`src/rtl/scan_mux_pkg.sv`:
```
// Shared definitions for scan_mux: mode encoding, FSM states and channel-index width.
package scan_mux_pkg;

    localparam logic MODE_MANUAL = 1'b0;
    localparam logic MODE_SCAN   = 1'b1;

    typedef enum logic [1:0] {
        MANUAL = 2'd0,
        SCAN   = 2'd1,
        HOLD   = 2'd2
    } state_e;

    function automatic int unsigned ch_width(input int unsigned n);
        return (n > 2) ? $clog2(n) : 1;
    endfunction

endpackage

```
`src/rtl/scan_mux_dwell_cnt.sv`:
```
// Dwell counter for scan_mux: counts 0..DWELL-1, tc flags the last count of a dwell.
module scan_mux_dwell_cnt #(
    parameter int unsigned DWELL = 4
) (
    input  logic clk,
    input  logic rst_n,
    input  logic clr,
    input  logic en,
    output logic tc
);

    localparam logic [7:0] LAST = 8'(DWELL - 1);

    logic [7:0] cnt_q, cnt_d;

    assign tc = (cnt_q == LAST);

    always_comb begin
        cnt_d = cnt_q;
        if (clr) begin
            cnt_d = '0;
        end else if (en) begin
            cnt_d = tc ? '0 : cnt_q + 8'd1;
        end
    end

    always_ff @(posedge clk or negedge rst_n) begin
        if (!rst_n) begin
            cnt_q <= '0;
        end else begin
            cnt_q <= cnt_d;
        end
    end

endmodule

```
`src/rtl/scan_mux.sv`:
```
// Registered N-channel mux with manual select, timed round-robin scan and hold.
// Optional registered parity output dout_par when SCAN_MUX_PARITY_EN is defined.
module scan_mux
    import scan_mux_pkg::*;
#(
    parameter int unsigned N_CH  = 4,
    parameter int unsigned WIDTH = 8,
    parameter int unsigned DWELL = 4
) (
    input  logic                      clk,
    input  logic                      rst_n,
    input  logic                      mode,
    input  logic [ch_width(N_CH)-1:0] sel,
    input  logic                      hold,
    input  logic [N_CH*WIDTH-1:0]     din,
    output logic [WIDTH-1:0]          dout,
    output logic                      dout_valid,
    output logic [ch_width(N_CH)-1:0] cur_ch,
    output logic                      wrap
`ifdef SCAN_MUX_PARITY_EN
    ,
    output logic                      dout_par
`endif
);

    localparam int unsigned CH_W = ch_width(N_CH);

    state_e            state_q, state_d;
    logic [CH_W-1:0]   ch_q, ch_d;
    logic [WIDTH-1:0]  dout_q, mux_data;
    logic              valid_q, valid_d;
    logic              wrap_q, wrap_d;
    logic              load;
    logic              cnt_clr, cnt_en, cnt_tc;

    scan_mux_dwell_cnt #(.DWELL(DWELL)) u_dwell (
        .clk   (clk),
        .rst_n (rst_n),
        .clr   (cnt_clr),
        .en    (cnt_en),
        .tc    (cnt_tc)
    );

    // The dwell only counts on edges where the FSM is already in SCAN, so entry
    // from MANUAL starts at count 0 and release from HOLD resumes the frozen count.
    always_comb begin
        state_d = state_q;
        ch_d    = ch_q;
        valid_d = valid_q;
        wrap_d  = 1'b0;
        load    = 1'b0;
        cnt_clr = 1'b0;
        cnt_en  = 1'b0;
        if (hold) begin
            state_d = HOLD;
        end else begin
            unique case (mode)
                MODE_MANUAL: begin
                    state_d = MANUAL;
                    cnt_clr = 1'b1;
                    if (32'(sel) < N_CH) begin
                        ch_d    = sel;
                        load    = 1'b1;
                        valid_d = 1'b1;
                    end else begin
                        valid_d = 1'b0;
                    end
                end
                MODE_SCAN: begin
                    state_d = SCAN;
                    load    = 1'b1;
                    valid_d = 1'b1;
                    if (state_q == SCAN) begin
                        cnt_en = 1'b1;
                        if (cnt_tc) begin
                            if (ch_q == CH_W'(N_CH - 1)) begin
                                ch_d   = '0;
                                wrap_d = 1'b1;
                            end else begin
                                ch_d = ch_q + CH_W'(1);
                            end
                        end
                    end
                end
            endcase
        end
    end

    always_comb begin
        mux_data = '0;
        for (int unsigned k = 0; k < N_CH; k++) begin
            if (ch_d == CH_W'(k)) begin
                mux_data = din[k*WIDTH +: WIDTH];
            end
        end
    end

    always_ff @(posedge clk or negedge rst_n) begin
        if (!rst_n) begin
            state_q <= MANUAL;
            ch_q    <= '0;
            dout_q  <= '0;
            valid_q <= 1'b0;
            wrap_q  <= 1'b0;
        end else begin
            state_q <= state_d;
            ch_q    <= ch_d;
            valid_q <= valid_d;
            wrap_q  <= wrap_d;
            if (load) begin
                dout_q <= mux_data;
            end
        end
    end

`ifdef SCAN_MUX_PARITY_EN
    logic par_q;

    always_ff @(posedge clk or negedge rst_n) begin
        if (!rst_n) begin
            par_q <= 1'b0;
        end else if (load) begin
            par_q <= ^mux_data;
        end
    end

    assign dout_par = par_q;
`endif

    assign dout       = dout_q;
    assign dout_valid = valid_q;
    assign cur_ch     = ch_q;
    assign wrap       = wrap_q;

endmodule

```
`config.mk`:
```
export PLATFORM = sky130hd
export DESIGN_NAME = scan_mux
export DESIGN_NICKNAME = d
export VERILOG_FILES = /design/src/rtl/scan_mux_pkg.sv /design/src/rtl/scan_mux_dwell_cnt.sv /design/src/rtl/scan_mux.sv
export SDC_FILE = /design/constraint.sdc
export NUM_CORES = 1
export LEC_CHECK = 0
export CELL_PAD_IN_SITES_DETAIL_PLACEMENT = 0
export CELL_PAD_IN_SITES_GLOBAL_PLACEMENT = 1
export CORE_ASPECT_RATIO = 1.2
export CORE_MARGIN = 2
export CORE_UTILIZATION = 35
export CTS_CLUSTER_SIZE = 30
export DETAILED_ROUTE_END_ITERATION = 7
export PLACE_DENSITY_LB_ADDON = 0.25
export SYNTH_ARGS = -nofsm -noshare
export SYNTH_HDL_FRONTEND = slang
export SYNTH_SLANG_ARGS = --single-unit
```
`constraint.sdc`:
```
create_clock -name clk -period 4 [get_ports clk]
set_input_delay 1.2 -clock clk [delete_from_list [all_inputs] [get_ports clk]]
set_output_delay 1.2 -clock clk [all_outputs]
set_load 0.005 [all_outputs]
```
# Word-level counts from Yosys, hierarchy flattened
# Cells that the tools add are included.
totals:
  reg_bits: 22
  latch_bits: 0
  mem_bits_rw: 0
  romBits: 0
  in_bits: 38
  out_inout_bits: 12
  wordCells: 41
  mem_count: 0
op_classes:
  addsub: 2
  multipliers: 0
  div: 0
  n_lt_le_gt_ge: 0
  n_eq_ne: 6
  shift: 0
  muxes: 24
  n_bitwise: 1
  n_reduce_logical: 2
op_table:
  columns: ["operator", "count"]
  rows:
  - ["8-bit 2-to-1 mux", 7]
  - ["1-bit 2-to-1 mux", 10]
  - ["2-bit 2-to-1 mux", 5]
  - ["8-bit by 1-bit adder with 8-bit output (second input constant)", 1]
  - ["8-bit by 2-bit equality test with 1-bit output (second input constant)", 1]
  - ["2-bit case mux with 2 select lines", 2]
  - ["2-bit equality test (second input constant)", 3]
  - ["2-bit by 1-bit equality test with 1-bit output (second input constant)", 2]
  - ["2-bit by 1-bit adder with 2-bit output (second input constant)", 1]
  - ["2-bit zero test", 1]
  - ["2-bit nonzero test", 1]
  - ["1-bit inverter", 1]

# Logic depth before layout (Yosys ltp)
# Gate-level depths: netlist of the first run.
logic_depth:
  depth_word: 11
  depth_mapped: 7

# Cells and area by module
# Synthesis of the first run repeated with hierarchy kept, for this count alone.
unflattened:
  cells_unflattened: 115
  area_unflattened_um2: 1257.5
modules_own_cells:
  columns: ["module", "n_inst", "cells_each", "area_per_inst_um2", "seq_area_each_um2"]
  rows:
  - ["scan_mux", 1, 68, 805.8, 350.3]
  - ["scan_mux_dwell_cnt", 1, 47, 451.7, 200.2]

# Least setup slack after synthesis of the first run
# OpenSTA, ideal clock, no wires.
synth_path:
  path_type: "input -> register"
  from: "input port hold"
  to: "register dout_q[4], in the netlist dout[4]"
  arrival_time_ns: 2.596
  required_ns: 3.851
  path_slack_ns: 1.254
  stages: 6
  path_buffers: 1
  cell_sequence: "buf_2 -> and4bb_2 -> and4_1 -> nor3b_1 -> and3_1 -> a221oi_1"
synth_between:
  elab_chain_len: 6
synth_rtl:
  columns: ["element", "line", "rtl"]
  rows:
  - ["start: declaration", "scan_mux.sv:14", "input logic hold,"]
  - ["2-bit 2-to-1 mux", "scan_mux.sv:54", "if (hold) begin"]
  - ["2-bit zero test", "scan_mux.sv:92", "if (ch_d == CH_W'(k)) begin"]
  - ["8-bit 2-to-1 mux (4 in series)", "scan_mux.sv:92", null]
  - ["end signal: assignment", "scan_mux.sv:111", "dout_q <= mux_data;"]
  - ["end: declaration", "scan_mux.sv:30", "logic [WIDTH-1:0] dout_q, mux_data;"]
# Parallel ways exist; a longest one is shown, timed or not.
# A chain may end at the register's enable or synchronous reset.

# Worst setup path after layout of the first run
layout_path:
  from: "input port mode"
  to: "register dout_q[4], in the netlist dout[4]"
layout_between:
  elab_chain_len: 8
layout_rtl:
  columns: ["element", "line", "rtl"]
  rows:
  - ["start: declaration", "scan_mux.sv:12", "input logic mode,"]
  - ["1-bit inverter", null, null]
  - ["2-bit case mux with 2 select lines *", "scan_mux.sv:57", "unique case (mode)"]
  - ["2-bit 2-to-1 mux *", "scan_mux.sv:54", null]
  - ["2-bit zero test", "scan_mux.sv:92", null]
  - ["8-bit 2-to-1 mux (3 in series)", "scan_mux.sv:92", null]
  - ["8-bit 2-to-1 mux *", "scan_mux.sv:92", null]
# Mark *: on every way between the ends. The rest lies on a longest branch, timed or not.

==> results.cfg, run 1 <==
[clocking]
cts_resized = 0
cts_hold_buf = 0
clk_pin_slew_ps = 80
numCtsBuffers = 3
cts_post_setup_buffers_inserted = 0
clk_latency_ps = 250
cts_sinks = 22
clock_path_buffers = 2
clockRootBuffer = clkbuf_8
cts_tree = yes
cts_max_level = 1

[final_layout]
final_common_cell = clkdlybuf4s50_1
drive_above_1_share = 0.0690
areaGrowthSynthToFinish_pct = 44.5
nets = 215
antenna_cells = 0
layout_common_cells = clkdlybuf4s50_1, dfrtp_1, mux2i_1

[timing]
setup_viol = 0
finClkSkew_ps = 3.11
tightest_slew_ps = 1010
fin_setup_tns_ps = 0
finalCritPeriodShare = 0.825
hold_viol_final = 0
fmax_mhz = 303
rsz0062_at_grt = false
finalCriticalPeriod_ps = 3300
maxSlewHeadroom = 0.328
final_max_slew_viol_count = 0

[run]
drv_cap = 0

[worst_setup_path]
path_class = input pin to flop
critical_path_arrival_ps = 3400
worstSetupStartpointType = input pin
crit_path_max_fanout = 9
end_kind = flop
crit_required_ps = 4110

[yosys]
postSynthCellCount = 124
synth.distinct_cells = 38
ys_seq_area_frac = 0.423
synthesis.nets = 164
synth-seq-cells = 22
ys_warn_count = 0
synth_area_per_cell_sq_um = 10.5
synth_area_sq_um = 1300

[global_route]
grt_usage = 0.164
antenna_found_initial = 0
grt_max_degree = 23
overflow = 0
first_global_vias = 1127
grt_pass1_wl_microns = 5490

[floorplanning]
die_w_microns = 59.6
dieArea_sq_um = 4220
io-pin-count = 50
core_area_sq_um = 3600
fp-row-count = 24
fp.dieH_microns = 70.8
initial_core_util = 0.361

[route]
wl_per_cell_microns = 15.6
routed_wl_microns = 3320
remaining_drc_errors = 0
firstDrtPassIters = 4
vias = 1177
antenna_left = 0
via_per_inst = 5.53
dr.first_iter.drc_count = 37

[run_status]
status = finished clean

[worst_hold_path]
hold_class = flop to flop

[place]
gp_congestion = 0.762
dp_hpwl_microns = 2500
port_buffers = 49

[pwr]
power_density_nw_per_um2 = 317
finalPower_mw = 0.595
peakVddDrop_v = 0.000199
p_leak_nw = 0.782
## cell families (layout without fill, tap and decap cells)
group	Yosys count	count (layout)	share of synthesized area
buffers and inverters	7	57	0.0269
xor gates and xnor gates	1	1	0.00674
DFF	22	22	0.423
and+or+nand+nor	45	45	0.226
muxes	15	15	0.115
adders and majority gates	2	2	0.0192
AOI/OAI and AO/OA	32	32	0.182
## power by group
part	internal (mW)	total, mW	switching [mW]
combinational	0.109	0.179	0.0693
clock	0.0874	0.154	0.0662
sequential	0.245	0.263	0.0179
## metrics by stage
step | utilization | setup WS [ps] | cell area [sq um] | std cells | hold WS [ps]
floorplan | - | 1250 | 1300 | 124 | 459
global placement | 0.506 | 428 | 1820 | 209 | 459
detailed placement | 0.506 | 439 | 1820 | 209 | 463
CTS | 0.521 | 713 | 1880 | 213 | 483
global route | 0.521 | 575 | 1880 | 213 | 508
finish | 0.521 | 701 | 1880 | 213 | 473
## registers in the layout (all words and copies together), names as in the netlist
| signal | cells |
|---|---|
| dout | 8 |
| u_dwell.cnt_q | 8 |
| cur_ch | 2 |
| state_q | 2 |
| dout_valid | 1 |
| wrap | 1 |
## synth_stat cells
master     n  area, sq um
o211ai_4   1         21.3
nand3_1    2         10.0
nand2_1    6         22.5
clkbuf_1   2         7.51
a31oi_1    1         6.26
a31o_1     1         8.76
a221oi_1   8         70.1
nor3_1     2         10.0
ha_1       2         25.0
a311oi_1   1         8.76
o21ai_1    5         25.0
a21oi_1    2         10.0
or3_1      1         6.26
xnor2_1    1         8.76
nand3_4    1         17.5
dfrtp_1   22          551
o41ai_1    1         8.76
inv_1      3         11.3
a21o_1     1         7.51
a211oi_1   1         7.51
nor4b_2    1         15.0
nand4_2    1         12.5
nor2_1     5         18.8
nor2b_1   10         62.6
buf_2      1         5.00
nand4_1    3         18.8
a221oi_2   1         15.0
mux2i_1   15          150
or4b_4     1         13.8
and4bb_2   1         12.5
buf_6      1         11.3
nor3b_1    2         15.0
o21ai_0    8         40.0
and4_1     1         8.76
and2_1     1         6.26
o31ai_1    1         7.51
nand2b_1   4         25.0
and3_1     3         18.8
## critical path, cell delays in order
cell and delay (ps):
clkdlybuf4s50_1 530, and4bb_2 340, and4_1 210, nor3b_1 790, and3_1 280, a221oi_1 50
## final cells by class
| class | instances | area (sq um) |
|---|---|---|
| tap | 39 | 48.8 |
| clock buffer | 4 | 55.1 |
| multi-input combinational | 95 | 714 |
| inverter | 3 | 11.3 |
| timing repair buffer | 50 | 498 |
| sequential | 22 | 551 |
| fill | 343 | 1730 |
## worst paths after layout
path | cells past startpoint | slack (ps) | from | to
hold / removal | 1 | 470 | dout_valid$_DFFE_PN0N_ | dout_valid$_DFFE_PN0N_
hold reg to reg | 1 | 470 | dout_valid$_DFFE_PN0N_ | dout_valid$_DFFE_PN0N_
setup / recovery | 6 | 700 | mode | dout[4]$_DFFE_PN0N_
max in group asynchronous | 1 | 1900 | rst_n | u_dwell.cnt_q[0]$_DFFE_PN0P_
setup reg to reg | 6 | 1510 | u_dwell.cnt_q[0]$_DFFE_PN0P_ | dout[4]$_DFFE_PN0N_
min in group asynchronous | 1 | 1490 | rst_n | dout[4]$_DFFE_PN0N_
## per-layer routing
metal / track usage / wire (microns)
met4: 0.0296 / 19
met3: 0.0384 / 241
met5: 0 / 0
met2: 0.264 / 1630
met1: 0.229 / 1430
No activity file was read; power rests on OpenSTA's default activity.
==> run 2: changes to the inputs <==
- CORE_UTILIZATION: 35 -> 32
- clock period: 4 -> 3.3 ns (I/O delays scaled with it)
==> results.cfg, run 2 (synthesis results as in run 1) <==
[worst_setup_path]
path_class = input pin to flop
critical_path_arrival_ps = 2990
crit_required_ps = 3410
r2r_end = dout[6]$_DFFE_PN0N_
slowest_delay_ps = 610
crit_path_max_fanout = 9
crit_chain = clkdlybuf4s50_1 > and4bb_2 > and4_1 > a211oi_1 > a21oi_1 > a221oi_1
reg2reg_slack_ps = 960
end_kind = flop
cp_top_family = compound AO/OA/AOI/OAI gates
crit_slowest_cell = clkdlybuf4s50_1
cp-startpoint = mode
worst-path-buf-inv = 1
crit_cells = 6
reg2reg_depth = 6
r2r-start = u_dwell.cnt_q[0]$_DFFE_PN0P_
worstSetupStartpointType = input pin
worstSetupEndpoint = dout[6]$_DFFE_PN0N_

[timing]
setup_viol = 0
finalCriticalPeriod_ps = 2880
rsz0062_at_grt = false
tightest_slew_ps = 685
hold_viol_final = 0
fmax_mhz = 348
maxSlewHeadroom = 0.540
hold_ws_ps = 471
final_max_slew_viol_count = 0
fin_setup_tns_ps = 0
finClkSkew_ps = 2.53
finalCritPeriodShare = 0.872

[floorplanning]
dieArea_sq_um = 4590
core_area_sq_um = 3910
io-pin-count = 50
fp.dieH_microns = 73.8
initial_core_util = 0.332
fp-row-count = 25
die_w_microns = 62.2

[final_layout]
areaGrowthSynthToFinish_pct = 48.3
drive_above_1_share = 0.0795
ff_latch_area_sq_um = 551
layout_common_cells = clkdlybuf4s50_1, dfrtp_1, mux2i_1
nets = 217
fillCellCount = 371
final_common_cell = clkdlybuf4s50_1
antenna_cells = 0
multi_input_area_sq_um = 714

[clocking]
cts_tree = yes
cts_resized = 0
clockRootBuffer = clkbuf_8
clock_path_buffers = 2
numCtsBuffers = 3
cts_max_level = 1
cts_sinks = 22
clk_pin_slew_ps = 80
cts_post_setup_buffers_inserted = 0
clk_latency_ps = 260
cts_hold_buf = 0

[route]
wl_met1_microns = 1520
wl_met3_microns = 214
via_per_inst = 5.14
wl_per_cell_microns = 14.5
vias = 1182
firstDrtPassIters = 4
top_layer = met4
dr.first_iter.drc_count = 36
dr_wl_met2_microns = 1560
antenna_left = 0
routed_wl_microns = 3330
remaining_drc_errors = 0

[pwr]
p_leak_nw = 0.799
peakVddDrop_v = 0.000225
power_density_nw_per_um2 = 408

[place]
port_buffers = 49
dp_hpwl_microns = 2490
gp_congestion = 0.821

[global_route]
overflow = 0
grt_pass1_wl_microns = 6110
first_global_vias = 1217
grt_usage = 0.163
antenna_found_initial = 0
grt_max_degree = 23

[run_status]
status = finished clean

[run]
drv_cap = 0

[worst_hold_path]
hold_class = flop to flop
-- run 2: cell types whose count changed in the layout (fill, tap and decap cells not counted) --
cell / before / now
clkbuf_8: 4 / 3
buf_4: 1 / 3
bufinv_16: 0 / 1
-- run 2: area by class of cell --
cell class,instances,area share
Clock buffer,3,0.0214
Clock inverter,1,0.0156
Inverter,3,0.00584
Multi-Input combinational cell,95,0.371
Sequential cell,22,0.286
Tap cell,54,0.0350
Timing Repair Buffer,52,0.266
-- run 2: per-stage QoR --
step           setup slack (ps)  power, mW   util  instances  area [sq um]
6_report                    424      0.786  0.493        230          1930
5_1_grt                     250      0.831  0.493        230          1930
4_1_cts                     418      0.799  0.493        230          1930
3_5_place_dp                136      0.543  0.475        226          1860
3_3_place_gp                213      0.539  0.475        226          1860
2_1_floorplan               764      0.422      -        124          1300
-- run 2: power breakdown --
group	leakage [nW]	switching, mW	internal (mW)
clock network	0.0357	0.0897	0.162
logic	0.494	0.0828	0.134
registers	0.269	0.0209	0.296
total	0.799	0.193	0.593
-- run 2: worst min-delay path by stage --
stage,depth (start not counted),from,endpoint
2_1_floorplan,1,dout_valid$_DFFE_PN0N_,dout_valid$_DFFE_PN0N_
3_3_place_gp,1,dout_valid$_DFFE_PN0N_,dout_valid$_DFFE_PN0N_
3_5_place_dp,1,dout_valid$_DFFE_PN0N_,dout_valid$_DFFE_PN0N_
4_1_cts,1,dout_valid$_DFFE_PN0N_,dout_valid$_DFFE_PN0N_
5_1_grt,1,dout_valid$_DFFE_PN0N_,dout_valid$_DFFE_PN0N_
6_report,1,dout_valid$_DFFE_PN0N_,dout_valid$_DFFE_PN0N_
-- run 2: metal layers --
layer | up-vias | track usage
li1 | 576 | -
met1 | 560 | 0.220
met2 | 42 | 0.271
met3 | 4 | 0.0306
met4 | 0 | 0.0444
met5 | - | 0
